`src/rtl/packet_pkg.sv`:
```
// Shared port-level types for the 4-port packet switch: masks, indices and
// the per-input allocation state used by the switch allocator.
package packet_pkg;

  localparam int NUM_PORTS = 4;

  typedef logic [NUM_PORTS-1:0] port_mask_t;
  typedef logic [1:0]           port_idx_t;

  typedef enum logic [1:0] {
    IDLE,
    WAIT,
    STARVED,
    ACTIVE
  } alloc_state_e;

  localparam logic [3:0] WAIT_CNT_MAX = 4'd15;

endpackage

```
`src/rtl/rr_pick4.sv`:
```
// Combinational 4-way round-robin picker: returns the first eligible entry
// found when scanning upward (with wrap) from rr_ptr.
module rr_pick4
  import packet_pkg::*;
(
  input  port_mask_t eligible,
  input  port_idx_t  rr_ptr,
  output port_mask_t pick,
  output logic       valid
);

  port_idx_t idx;

  always_comb begin
    pick  = '0;
    valid = 1'b0;
    idx   = '0;
    for (int k = 0; k < NUM_PORTS; k++) begin
      idx = rr_ptr + port_idx_t'(k);
      if (!valid && eligible[idx]) begin
        pick[idx] = 1'b1;
        valid     = 1'b1;
      end
    end
  end

endmodule

```
`src/rtl/switch_allocator.sv`:
```
// All-or-nothing output allocator for the 4-port switch: one grant per cycle,
// round-robin among waiting inputs, with a single starvation token that
// reserves the starved input's outputs until it is served.
module switch_allocator
  import packet_pkg::*;
#(
  parameter int STARVE_LIMIT = 8
) (
  input  logic                        clk,
  input  logic                        rst_n,
  input  port_mask_t                  req_valid,
  input  port_mask_t [NUM_PORTS-1:0]  req_mask,
  input  port_mask_t                  done,
  output port_mask_t                  grant,
  output port_mask_t                  out_busy,
  output port_idx_t  [NUM_PORTS-1:0]  out_owner,
  output port_mask_t                  req_err
);

  alloc_state_e state_q    [NUM_PORTS];
  alloc_state_e state_d    [NUM_PORTS];
  logic [3:0]   wait_cnt_q [NUM_PORTS];
  logic [3:0]   wait_cnt_d [NUM_PORTS];
  port_mask_t   reserved   [NUM_PORTS];

  port_idx_t                 rr_ptr_q;
  port_idx_t                 rr_ptr_d;
  port_mask_t                busy_d;
  port_idx_t [NUM_PORTS-1:0] owner_d;
  port_mask_t                err_d;
  port_mask_t                eligible;
  port_mask_t                wait_eligible;
  port_mask_t                starved_eligible;
  port_mask_t                rr_pick;
  port_mask_t                grant_vec;
  port_idx_t                 grant_idx;
  logic                      rr_valid;
  logic                      token_held;
  logic                      starve_claim;

  // Outputs reserved by a starved input are off-limits to everyone else.
  always_comb begin
    token_held       = 1'b0;
    eligible         = '0;
    wait_eligible    = '0;
    starved_eligible = '0;
    for (int i = 0; i < NUM_PORTS; i++) begin
      reserved[i] = '0;
      if (state_q[i] == STARVED) token_held = 1'b1;
    end
    for (int i = 0; i < NUM_PORTS; i++) begin
      for (int k = 0; k < NUM_PORTS; k++) begin
        if (k != i && state_q[k] == STARVED && req_valid[k])
          reserved[i] = reserved[i] | req_mask[k];
      end
      eligible[i] = (state_q[i] == WAIT || state_q[i] == STARVED) && req_valid[i] &&
                    (req_mask[i] != '0) &&
                    ((req_mask[i] & (out_busy | reserved[i])) == '0);
      wait_eligible[i]    = eligible[i] && (state_q[i] == WAIT);
      starved_eligible[i] = eligible[i] && (state_q[i] == STARVED);
    end
  end

  rr_pick4 u_rr_pick4 (
    .eligible (wait_eligible),
    .rr_ptr   (rr_ptr_q),
    .pick     (rr_pick),
    .valid    (rr_valid)
  );

  // Only one input can hold the token, so starved_eligible is at most one-hot.
  always_comb begin
    grant_vec = '0;
    grant_idx = '0;
    if (starved_eligible != '0) grant_vec = starved_eligible;
    else if (rr_valid)          grant_vec = rr_pick;
    for (int i = 0; i < NUM_PORTS; i++) begin
      if (grant_vec[i]) grant_idx = port_idx_t'(i);
    end
  end

  always_comb begin
    busy_d       = out_busy;
    owner_d      = out_owner;
    rr_ptr_d     = rr_ptr_q;
    err_d        = '0;
    starve_claim = token_held;
    for (int i = 0; i < NUM_PORTS; i++) begin
      state_d[i]    = state_q[i];
      wait_cnt_d[i] = wait_cnt_q[i];
      case (state_q[i])
        IDLE: begin
          if (req_valid[i]) begin
            if (req_mask[i] == '0) err_d[i] = 1'b1;
            else                   state_d[i] = WAIT;
          end
        end
        WAIT, STARVED: begin
          if (grant_vec[i]) begin
            state_d[i]    = ACTIVE;
            wait_cnt_d[i] = '0;
          end else if (!req_valid[i]) begin
            state_d[i]    = IDLE;
            wait_cnt_d[i] = '0;
          end else begin
            if (wait_cnt_q[i] != WAIT_CNT_MAX) wait_cnt_d[i] = wait_cnt_q[i] + 4'd1;
            // Lowest index wins if several inputs hit the limit together.
            if (state_q[i] == WAIT && !starve_claim &&
                int'(wait_cnt_q[i]) >= STARVE_LIMIT) begin
              state_d[i]   = STARVED;
              starve_claim = 1'b1;
            end
          end
        end
        ACTIVE: begin
          if (done[i]) begin
            state_d[i] = IDLE;
            for (int j = 0; j < NUM_PORTS; j++) begin
              if (out_busy[j] && out_owner[j] == port_idx_t'(i)) begin
                busy_d[j]  = 1'b0;
                owner_d[j] = '0;
              end
            end
          end
        end
        default: state_d[i] = IDLE;
      endcase
    end
    if (grant_vec != '0) begin
      for (int j = 0; j < NUM_PORTS; j++) begin
        if (req_mask[grant_idx][j]) begin
          busy_d[j]  = 1'b1;
          owner_d[j] = grant_idx;
        end
      end
      rr_ptr_d = grant_idx + 2'd1;
    end
  end

  always_ff @(posedge clk or negedge rst_n) begin
    if (!rst_n) begin
      for (int i = 0; i < NUM_PORTS; i++) begin
        state_q[i]    <= IDLE;
        wait_cnt_q[i] <= '0;
      end
      rr_ptr_q  <= '0;
      grant     <= '0;
      out_busy  <= '0;
      out_owner <= '0;
      req_err   <= '0;
    end else begin
      for (int i = 0; i < NUM_PORTS; i++) begin
        state_q[i]    <= state_d[i];
        wait_cnt_q[i] <= wait_cnt_d[i];
      end
      rr_ptr_q  <= rr_ptr_d;
      grant     <= grant_vec;
      out_busy  <= busy_d;
      out_owner <= owner_d;
      req_err   <= err_d;
    end
  end

endmodule

```
`config.mk`:
```
export PLATFORM = sky130hd
export DESIGN_NAME = switch_allocator
export DESIGN_NICKNAME = d
export VERILOG_FILES = /design/src/rtl/packet_pkg.sv /design/src/rtl/rr_pick4.sv /design/src/rtl/switch_allocator.sv
export SDC_FILE = /design/constraint.sdc
export NUM_CORES = 1
export LEC_CHECK = 0
export ABC_AREA = 1
export CAP_MARGIN = 0
export CORE_UTILIZATION = 45
export CTS_CLUSTER_SIZE = 14
export DETAILED_ROUTE_END_ITERATION = 10
export GPL_ROUTABILITY_DRIVEN = 1
export HOLD_SLACK_MARGIN = 0.12
export PLACE_DENSITY = 0.67
export SYNTH_ARGS = -nofsm -noshare
export SYNTH_HDL_FRONTEND = slang
export SYNTH_SLANG_ARGS = --single-unit
```
`constraint.sdc`:
```
create_clock -name clk -period 4.7 [get_ports clk]
set_input_delay 0.47 -clock clk [delete_from_list [all_inputs] [get_ports clk]]
set_output_delay 0.47 -clock clk [all_outputs]
set_load 0.005 [all_outputs]
```
==> metrics.txt, run 1 <==
status completed; initial core utilization 0.4643; post-synthesis mux area share 0; die footprint between 0.008 and 0.009 mm^2; Layout Nets between 600 and 700; Total Routing Usage GR 0.2459; Yosys cell types 39; crit path time final 3.552 ns; end of the worst register-to-register path out_busy[2]; worst flop-to-flop path startpoint state_q[0]; CTS clock-pin slew for the worst setup and hold paths 0.10 ns; Synth Area in Compound Gates 0.1177; share of the synthesized area in the top cell type 0.3017; startpoint types input pin; Final Hold Fails 0; synth warn 0; Reg2Reg Depth 20; 1st-iter DRT viols 271; buffers added on ports 45; Setup WS pre-CTS around 0.89 ns; Worst-Skew Late Latency 0.31 ns; flops & latches, synth 46; Longest Clk Path Bufs 2; CP endpoint kind flop; DRC 0; final setup vio count 0; Synth area leaders dfrtp_1 30%, nand2_1 13%, ha_1 11%; Pwr Density 543.2 mW/mm^2; cell count after placement slightly below 700; fin. max-slew vios 0; core box area 0.008217 mm^2; vias per inst 5.401; Inserted Clock Buffers 5; Leak Pwr around 0.0023 uW; ys async rst share 1.000; post-route setup TNS 0 ns; Synth Instances 540; Row Count 33; post-synthesis sequential area ratio 0.3017; wire per inst roughly 15 um; Final WS setup 1.148 ns; largest net degree at the start of global routing 47; Setup CP Type in2reg; CTS root buf clkbuf_8; final core occ 0.5395; DR pass1 iterations 5; Post-DRT Antenna Nets 0; EDFF count, synth 0; RSZ-0062 raised after global routing no; critical path's slowest cell clkdlybuf4s50_1; post-synth top area cell dfrtp_1; Crit path max-delay family simple AND/OR/NAND/NOR gates; Slew headroom 0.2820; number of global-route vias before repair approximately 3600; CTS tree yes; largest family of logic cells by synthesized area simple AND/OR/NAND/NOR gates; layout cells sized above 1 0.07653; crit path DAT about 3.7 ns; adder-cell share of the synthesized area 0.1082; # resized after CTS 0; Worst Clk Skew around 0.012 ns; first-pass GRT wire length about 17000 um; fin crit share 0.7558; crit-path cells clkdlybuf4s50_1, nand3_1, nand2_1, nor2_1, nor2_1, nor2_2, nand4_1, nand3_2, nand2_4, nand3_1, o21ai_1, nor2_1, nand2_1, nand2_1, nand2_2, inv_2, nand2_2, o21ai_1, o311ai_0; area of the multi-input gates about 0.0023 mm^2; Die W 94.08 um; dpl hpwl 8066 um; flop-to-flop setup slack between 1 and 1.5 ns; Syn-to-layout area delta 16.20%; cts hold-fix bufs 0; fraction of synthesized cell area in xor and xnor cells 0.01148; Post-Layout Cell Count 693; Register Area 0.001151 mm^2; ant diodes 0; total wire length 10150 um; filler cell count in the final layout 798; Die Ht 94.08 um; Avg Cell Area, Syn between 7 and 8 um^2; HP Class in2async; max_cap viols 0; number of H-tree levels 2; CTS sink count 46; top cells by count, synth 134 x nand2_1, 77 x inv_1, 61 x nand3_1; most frequent cell after synthesis nand2_1; Placer Congestion 0.9893; Buf/Inv on CP 2; Post-CTS Setup Inserts 0; Worst Tran Pin Value about 1.1 ns; syn nets about 600; maximum clock rate 0.2815 GHz; CP required 4.86 ns; mapped cell area ~0.0038 mm^2; via count of the routed design 3743; CP peak stage delay 0.61 ns; Max VDD drop 0.2247 mV; GR Overflow Total 0; area share of and/or/nand/nor cells after synthesis 0.3690; I/O pin total 46; initial antenna violation count 0; crit-path max FO 12; predominant post-synthesis flop cell dfrtp_1
## layer usage
metal | vias to the layer above | GRT usage | share of wire
met5 | - | 0 | 0
met2 | 144 | 0.3923 | 0.46
met3 | 15 | 0.04369 | 0.064
met1 | 1706 | 0.3318 | 0.46
met4 | 0 | 0.08846 | 0.023
li1 | 1878 | - | -
## stage by stage
stage               hold WS (ns)  instance area [um^2]  total power [uW]
finish                    0.3543                  4433              2408
global route              0.4553                  4433              2660
CTS                       0.4031                  4433              2406
detailed placement        0.5216                  4342              2141
global placement          0.5108                  4342              2117
floorplan                 0.1744                  3815              1712
## logic make-up after synthesis
group,count (synthesis)
simple gates,296
buf+inv,85
compound gates,75
flops,46
fa+ha+maj,33
xor+xnor,5
## layout by cell type (no fill, tap or decap), types with 5 or more instances in the layout
master,instances
a21oi_1,21
clkbuf_8,6
clkdlybuf4s50_1,44
dfrtp_1,46
ha_1,33
inv_1,77
nand2_1,134
nand2_2,8
nand3_1,61
nand3_2,10
nand4_1,20
nor2_1,40
nor2_2,6
nor3_1,5
o211ai_1,5
o21ai_0,14
o21ai_1,15
## state kept, by name, indices dropped and copies added, names as in the netlist
name	cells
rr_ptr_q	2
state_q	8
out_owner	8
req_err	4
out_busy	4
wait_cnt_q	16
grant	4
## area by class of cell
type | count | share of cell area
Clock buffer | 7 | 0.01948
Clock inverter | 1 | 0.001129
Inverter | 80 | 0.06774
Multi-Input combinational cell | 409 | 0.5219
Sequential cell | 46 | 0.2597
Tap cell | 105 | 0.02964
Timing Repair Buffer | 45 | 0.1005
## worst max path at each step
stage / startpoint / to / slack, ns / cells past startpoint
after floorplan: state_q[2] / out_owner[6] / 1.96 / 22
after global placement: req_valid[0] / out_busy[2] / 0.90 / 19
after detailed placement: req_valid[0] / out_busy[2] / 0.89 / 19
after CTS: req_valid[0] / out_busy[2] / 1.19 / 19
after global routing: state_q[0] / out_busy[2] / 0.75 / 20
final: req_valid[0] / out_busy[2] / 1.15 / 19
## power by group
group | internal (uW) | switching [uW]
Sequential | 541 | 163
Combinational | 544 | 901
Clock | 119 | 141
(Power assumes the default switching activity.)
==> run 2, diff against run 1 <==
==> constraint.sdc (replaced) <==
create_clock -name clk -period 3.3 [get_ports clk]
set_input_delay 0.33 -clock clk [delete_from_list [all_inputs] [get_ports clk]]
set_output_delay 0.33 -clock clk [all_outputs]
set_load 0.005 [all_outputs]
==> run 2 against run 1 <==
Cell count grew 6.5%. Clock skew down 0.0054 ns. Combinational power up 79%. Highest routed layer unchanged. Cell area increased by 13%. Critical path type is now reg2reg. Clock power rose by 110%. Die area did not move.
==> metrics.txt, run 2 (synthesized netlist as in run 1, its figures left out) <==
status completed; Setup WS pre-CTS -0.1734 ns (-1.058 ns); Crit path max-delay family simple AND/OR/NAND/NOR gates; crit path time final 3.107 ns; clock power share 0.131 (+0.023); critical path's slowest cell dfrtp_1; wire per inst 14.81 um (+1.1%); dpl hpwl 8547 um (+6.0%); Post-DRT Antenna Nets 0 (unchanged); Setup CP Type reg2reg; number of H-tree levels 2 (unchanged); HP Class in2async; startpoint types flop; number of global-route vias before repair 3672 (+2.4%); DRC 0 (unchanged); Final WS setup 0.1932 ns (-0.9547 ns); filler cell count in the final layout 734 (-8.0%); largest net degree at the start of global routing 47 (unchanged); Post-Layout Cell Count 738 (+6.5%); DR pass1 iterations 5 (unchanged); Largest regs wait_cnt_q (16), out_owner (8), state_q (8); Leak Pwr 0.002519 uW (+11%); sequential power share 0.238 (-0.054); buffers added on ports 45 (unchanged); fin crit share 0.9415; Row Count 33 (unchanged); I/O pin total 46 (unchanged); crit-path max FO 8 (-4); initial antenna violation count 0 (unchanged); Worst Clk Skew 0.007124 ns (-0.005360 ns); Worst Tran Pin Value 1.074 ns (-0.003083 ns); crit path DAT 3.31 ns (-0.40 ns); CTS tree yes; 1st-iter DRT viols 263 (-3.0%); Final Hold Fails 0 (unchanged); most frequent cells in the layout 132 x nand2_1, 74 x inv_1, 59 x nand3_1; Total Routing Usage GR 0.2522 (+0.006292); vias per inst 5.416 (+0.27%); final setup vio count 0 (unchanged); initial core utilization 0.4643 (unchanged); final core occ 0.6071 (+0.06761); max_cap viols 0 (unchanged); internal power 2200 uW (+83%); Slew headroom 0.2840 (+0.002055); cell count after placement 725 (+5.8%); Die W 94.08 um (unchanged); Pwr Density 820.8 mW/mm^2 (+51%); Die Ht 94.08 um (unchanged); CP endpoint kind flop; Max VDD drop 0.3526 mV (+57%); GR Overflow Total 0 (unchanged); core box area 0.008217 mm^2 (unchanged); CP dominant cell by count nand2_1; CTS sink count 46 (unchanged); cts hold-fix bufs 0 (unchanged); die footprint 0.008850 mm^2 (unchanged); Sw Pwr 1894 uW (+57%); crit-path cells inv_2, ha_4, nand3_1, nand2_1, nor2_1, nor2_1, nor2_2, nand4_1, nand3_2, nand2_4, nand2_2, nor3b_2, nand2_1, nand2_1, nand2_2, nand2_4, inv_2, nand2_2, nand2_4, buf_4, nand2_1, nand3_2, nand3b_1, nand2_1; flop-to-flop setup slack 0.19 ns (-0.97 ns); Buf/Inv on CP 3 (+1); maximum clock rate 0.3219 GHz; Syn-to-layout area delta 30.76%; fin. max-slew vios 0 (unchanged); Layout Nets 691 (+7.0%); Sw Ratio 0.4627 (-0.03751); first-pass GRT wire length 17370 um (+3.4%); via count of the routed design 3997 (+6.8%); max reg flops 16 (unchanged); total wire length 10930 um (+7.7%); Worst-Skew Late Latency 0.31 ns (about the same); Inserted Clock Buffers 5 (unchanged); Top reg by flops wait_cnt_q; commonest non-fill, non-tap cell in the layout nand2_1; Longest Clk Path Bufs 2 (unchanged); CP peak stage delay 0.43 ns (-0.18 ns); layout cells sized above 1 0.1896 (+0.1130); ant diodes 0 (unchanged); Placer Congestion 0.9387 (-5.1%); CTS clock-pin slew for the worst setup and hold paths 0.09 ns (about the same); Comb pwr share 0.631 (+0.031); CP required 3.50 ns (-1.36 ns); CTS root buf clkbuf_8
-- run 2: final cells by class --
class / instances / area (um^2) / area share
multi-input cells: 409 / 2477 / 0.4966
well taps: 105 / 131.4 / 0.02634
clock buffers: 6 / 82.58 / 0.01655
inverters: 80 / 300.3 / 0.06020
repair buffers: 90 / 783.3 / 0.1570
clock inverters: 2 / 60.06 / 0.01204
flip-flops and latches: 46 / 1154 / 0.2313
-- run 2: worst paths after layout --
check | end | from | depth (start not counted)
min | wait_cnt_q[0] | rst_n | 1
max reg2reg | out_owner[3] | state_q[2] | 24
min reg2reg | wait_cnt_q[13] | wait_cnt_q[13] | 2
min in group clk | wait_cnt_q[13] | wait_cnt_q[13] | 2
max in group asynchronous | state_q[5] | rst_n | 1
max | out_owner[3] | state_q[2] | 24
-- run 2: timing repair --
item / 4_1_cts / 5_1_grt
setup buffers: 0 / 5
setup endpoints to repair: 1 / 33
hold endpoints to repair: 0 / 0
gates resized for setup: 1 / 40
gates cloned: 0 / 0
pin swaps: 0 / 10
-- run 2: per-stage QoR --
stage / TNS, ns / power [uW] / hold slack [ns] / instance area (um^2)
floorplan: 0 / 2438 / 0.03441 / 3815
global placement: -0.7209 / 3295 / 0.5088 / 4642
detailed placement: -0.4791 / 3331 / 0.5237 / 4642
CTS: 0 / 3887 / 0.2567 / 4788
global route: -0.08979 / 4460 / 0.2782 / 4989
finish: 0 / 4094 / 0.1886 / 4989
-- run 2: power by group through the flow --
stage                     Sequential [uW]  Combinational [uW]  Clock (uW)
after floorplan                       963                1470           0
after global placement                966                2330           0
after CTS                             967                2370         550
after global routing                 1010                2880         574
final                                 976                2580         535
after detailed placement              976                2360           0
-- run 2: metal layers --
layer / vias up / GRT usage / part of all wire
met5: - / 0 / 0
met4: 0 / 0.06923 / 0.019
met3: 19 / 0.03641 / 0.062
met2: 140 / 0.4148 / 0.47
met1: 1874 / 0.3434 / 0.45
li1: 1964 / - / -
==> run 3, diff against run 2 <==
--- a/config.mk
+++ b/config.mk
@@ -7,12 +7,12 @@
 export LEC_CHECK = 0
 export ABC_AREA = 1
 export CAP_MARGIN = 0
-export CORE_UTILIZATION = 45
+export CORE_UTILIZATION = 47
 export CTS_CLUSTER_SIZE = 14
 export DETAILED_ROUTE_END_ITERATION = 10
 export GPL_ROUTABILITY_DRIVEN = 1
 export HOLD_SLACK_MARGIN = 0.12
-export PLACE_DENSITY = 0.67
+export PLACE_DENSITY = 0.69
 export SYNTH_ARGS = -nofsm -noshare
 export SYNTH_HDL_FRONTEND = slang
 export SYNTH_SLANG_ARGS = --single-unit
==> run 3 against run 2 <==
Combinational power about the same. Critical path depth fell by 1. Sequential share of layout area rose by 0.33 points. Via count rose by 0.28%. Critical endpoint is now out_owner[2].
==> metrics.txt, run 3 (synthesized netlist as in run 1, its figures left out) <==
initial core utilization 0.4886 (+0.02433); Worst Clk Skew 0.01168 ns (+0.004553 ns); final setup vio count 0 (unchanged); Row Count 32 (-3.0%); most frequent cells in the layout 130 x nand2_1, 73 x inv_1, 58 x nand3_1; Final Hold Fails 0 (unchanged); number of H-tree levels 2 (unchanged); layout cells sized above 1 0.1856 (-0.003973); wire per inst 14.71 um (-0.67%); Power Total 3916 uW (-4.4%); I/O pin total 46 (unchanged); buffers added on ports 45 (unchanged); DRC 0 (unchanged); first-pass GRT wire length 17090 um (-1.6%); status completed; CTS sink count 46 (unchanged); crit path DAT 3.32 ns (about the same); Inserted Clock Buffers 5 (unchanged); Total Routing Usage GR 0.2533 (+0.001066); Placer Congestion 0.9732 (+3.7%); Post-DRT Antenna Nets 0 (unchanged); largest net degree at the start of global routing 47 (unchanged); max reg flops 16 (unchanged); post-route setup TNS 0 ns (unchanged); CTS root buf clkbuf_8; startpoint types flop; CTS tree yes; Largest regs wait_cnt_q (16), out_owner (8), state_q (8); Pwr Density 797.2 mW/mm^2 (-2.9%); fin. max-slew vios 0 (unchanged); max_cap viols 0 (unchanged); die footprint 0.008481 mm^2 (-4.2%); crit path time final 3.119 ns (+0.01208 ns); Die Ht 92.10 um (-2.1%); initial antenna violation count 0 (unchanged); Slew headroom 0.2783 (-0.005729); DR pass1 iterations 5 (unchanged); number of global-route vias before repair 3665 (-0.19%); HP Class in2async; core box area 0.007807 mm^2 (-5.0%); vias per inst 5.513 (+1.8%); 1st-iter DRT viols 280 (+6.5%); GR Overflow Total 0 (unchanged); CP endpoint kind flop; via count of the routed design 4008 (+0.28%); Syn-to-layout area delta 28.76%; cts hold-fix bufs 0 (unchanged); CTS clock-pin slew for the worst setup and hold paths 0.09 ns (about the same); maximum clock rate 0.3206 GHz (-0.39%); commonest non-fill, non-tap cell in the layout nand2_1; CP required 3.50 ns (about the same); Setup CP Type reg2reg; Worst-Skew Late Latency 0.31 ns (about the same); Worst Tran Pin Value 1.083 ns (+0.008593 ns); fin crit share 0.9451 (+0.003659); Layout Nets 683 (-1.2%); Die W 92.10 um (-2.1%); Longest Clk Path Bufs 2 (unchanged); dpl hpwl 8227 um (-3.7%); Top reg by flops wait_cnt_q; Hold Slack 0.2243 ns (+0.03570 ns); total wire length 10690 um (-2.2%); Leak Pwr 0.002480 uW (-1.6%); ant diodes 0 (unchanged); crit-path max FO 8 (unchanged); Max VDD drop 0.3207 mV (-9.0%)
[run 3: changes by cell type in the layout (fill, tap and decap cells not counted), sizes merged]
cell           delta
buf               -9
bufinv            -2
clkdlybuf4s50     -2
dlymetal6s2s      +2
clkinv            +1
clkinvlp          +1
nand2             +1
[run 3: cell type report]
type	instances	area [um^2]
Fill cell	694	2895
Multi-Input combinational cell	410	2516
Sequential cell	46	1152
Timing Repair Buffer	81	720.7
Inverter	80	300.3
Tap cell	102	127.6
Clock buffer	6	82.58
Clock inverter	2	12.51
[run 3: per-layer routing]
metal,global-route usage,vias up,share of wire
li1,-,1959,-
met1,0.3385,1875,0.45
met2,0.4198,146,0.46
met3,0.04063,28,0.065
met4,0.07552,0,0.024
met5,0,-,0
[run 3: worst paths after layout]
check | from | to | slack, ns | cells past startpoint
min in group clk | req_valid[2] | req_err[2] | 0.44 | 3
hold reg to reg | wait_cnt_q[10] | wait_cnt_q[10] | 0.53 | 1
setup reg to reg | state_q[5] | out_owner[2] | 0.18 | 23
hold / removal | rst_n | wait_cnt_q[0] | 0.22 | 1
setup / recovery | state_q[5] | out_owner[2] | 0.18 | 23
max in group asynchronous | rst_n | state_q[3] | 2.35 | 1
[run 3: worst max-delay path: stages, from the launching register on]
cell,delay [ns]
dfrtp_1,0.42
inv_1,0.11
ha_4,0.32
nand2_1,0.08
inv_1,0.09
nand2_1,0.10
nor2_4,0.14
nand4_2,0.14
nand3_2,0.13
nand2_4,0.10
nand3_1,0.11
nand2_1,0.05
nor2_1,0.10
nand2_1,0.07
nand2_1,0.10
nand2_2,0.09
buf_4,0.16
nand2_4,0.09
nand2_4,0.08
buf_4,0.17
o21ai_4,0.15
nand2_1,0.08
nand2_1,0.06
nand2_1,0.05
[run 3: report_power, final]
| group | total [uW] | internal [uW] | switching (uW) |
|---|---|---|---|
| clock network | 373 | 169 | 204 |
| logic | 2570 | 1070 | 1500 |
| registers | 974 | 771 | 203 |
| total | 3920 | 2010 | 1900 |
[run 3: repair_timing]
item,4_1_cts,5_1_grt
setup endpoints to repair,0,31
buffers inserted,0,10
resized for setup,0,49
[run 3: stage by stage]
step	worst slack, ns	instances	utilization	area, um^2
6_report	0.1811	727	0.6292	4912
4_1_cts	0.002334	716	0.5928	4628
2_1_floorplan	0.5626	540	-	3815
5_1_grt	-0.05442	727	0.6292	4912
3_3_place_gp	-0.08641	708	0.5806	4533
3_5_place_dp	-0.1510	708	0.5806	4533
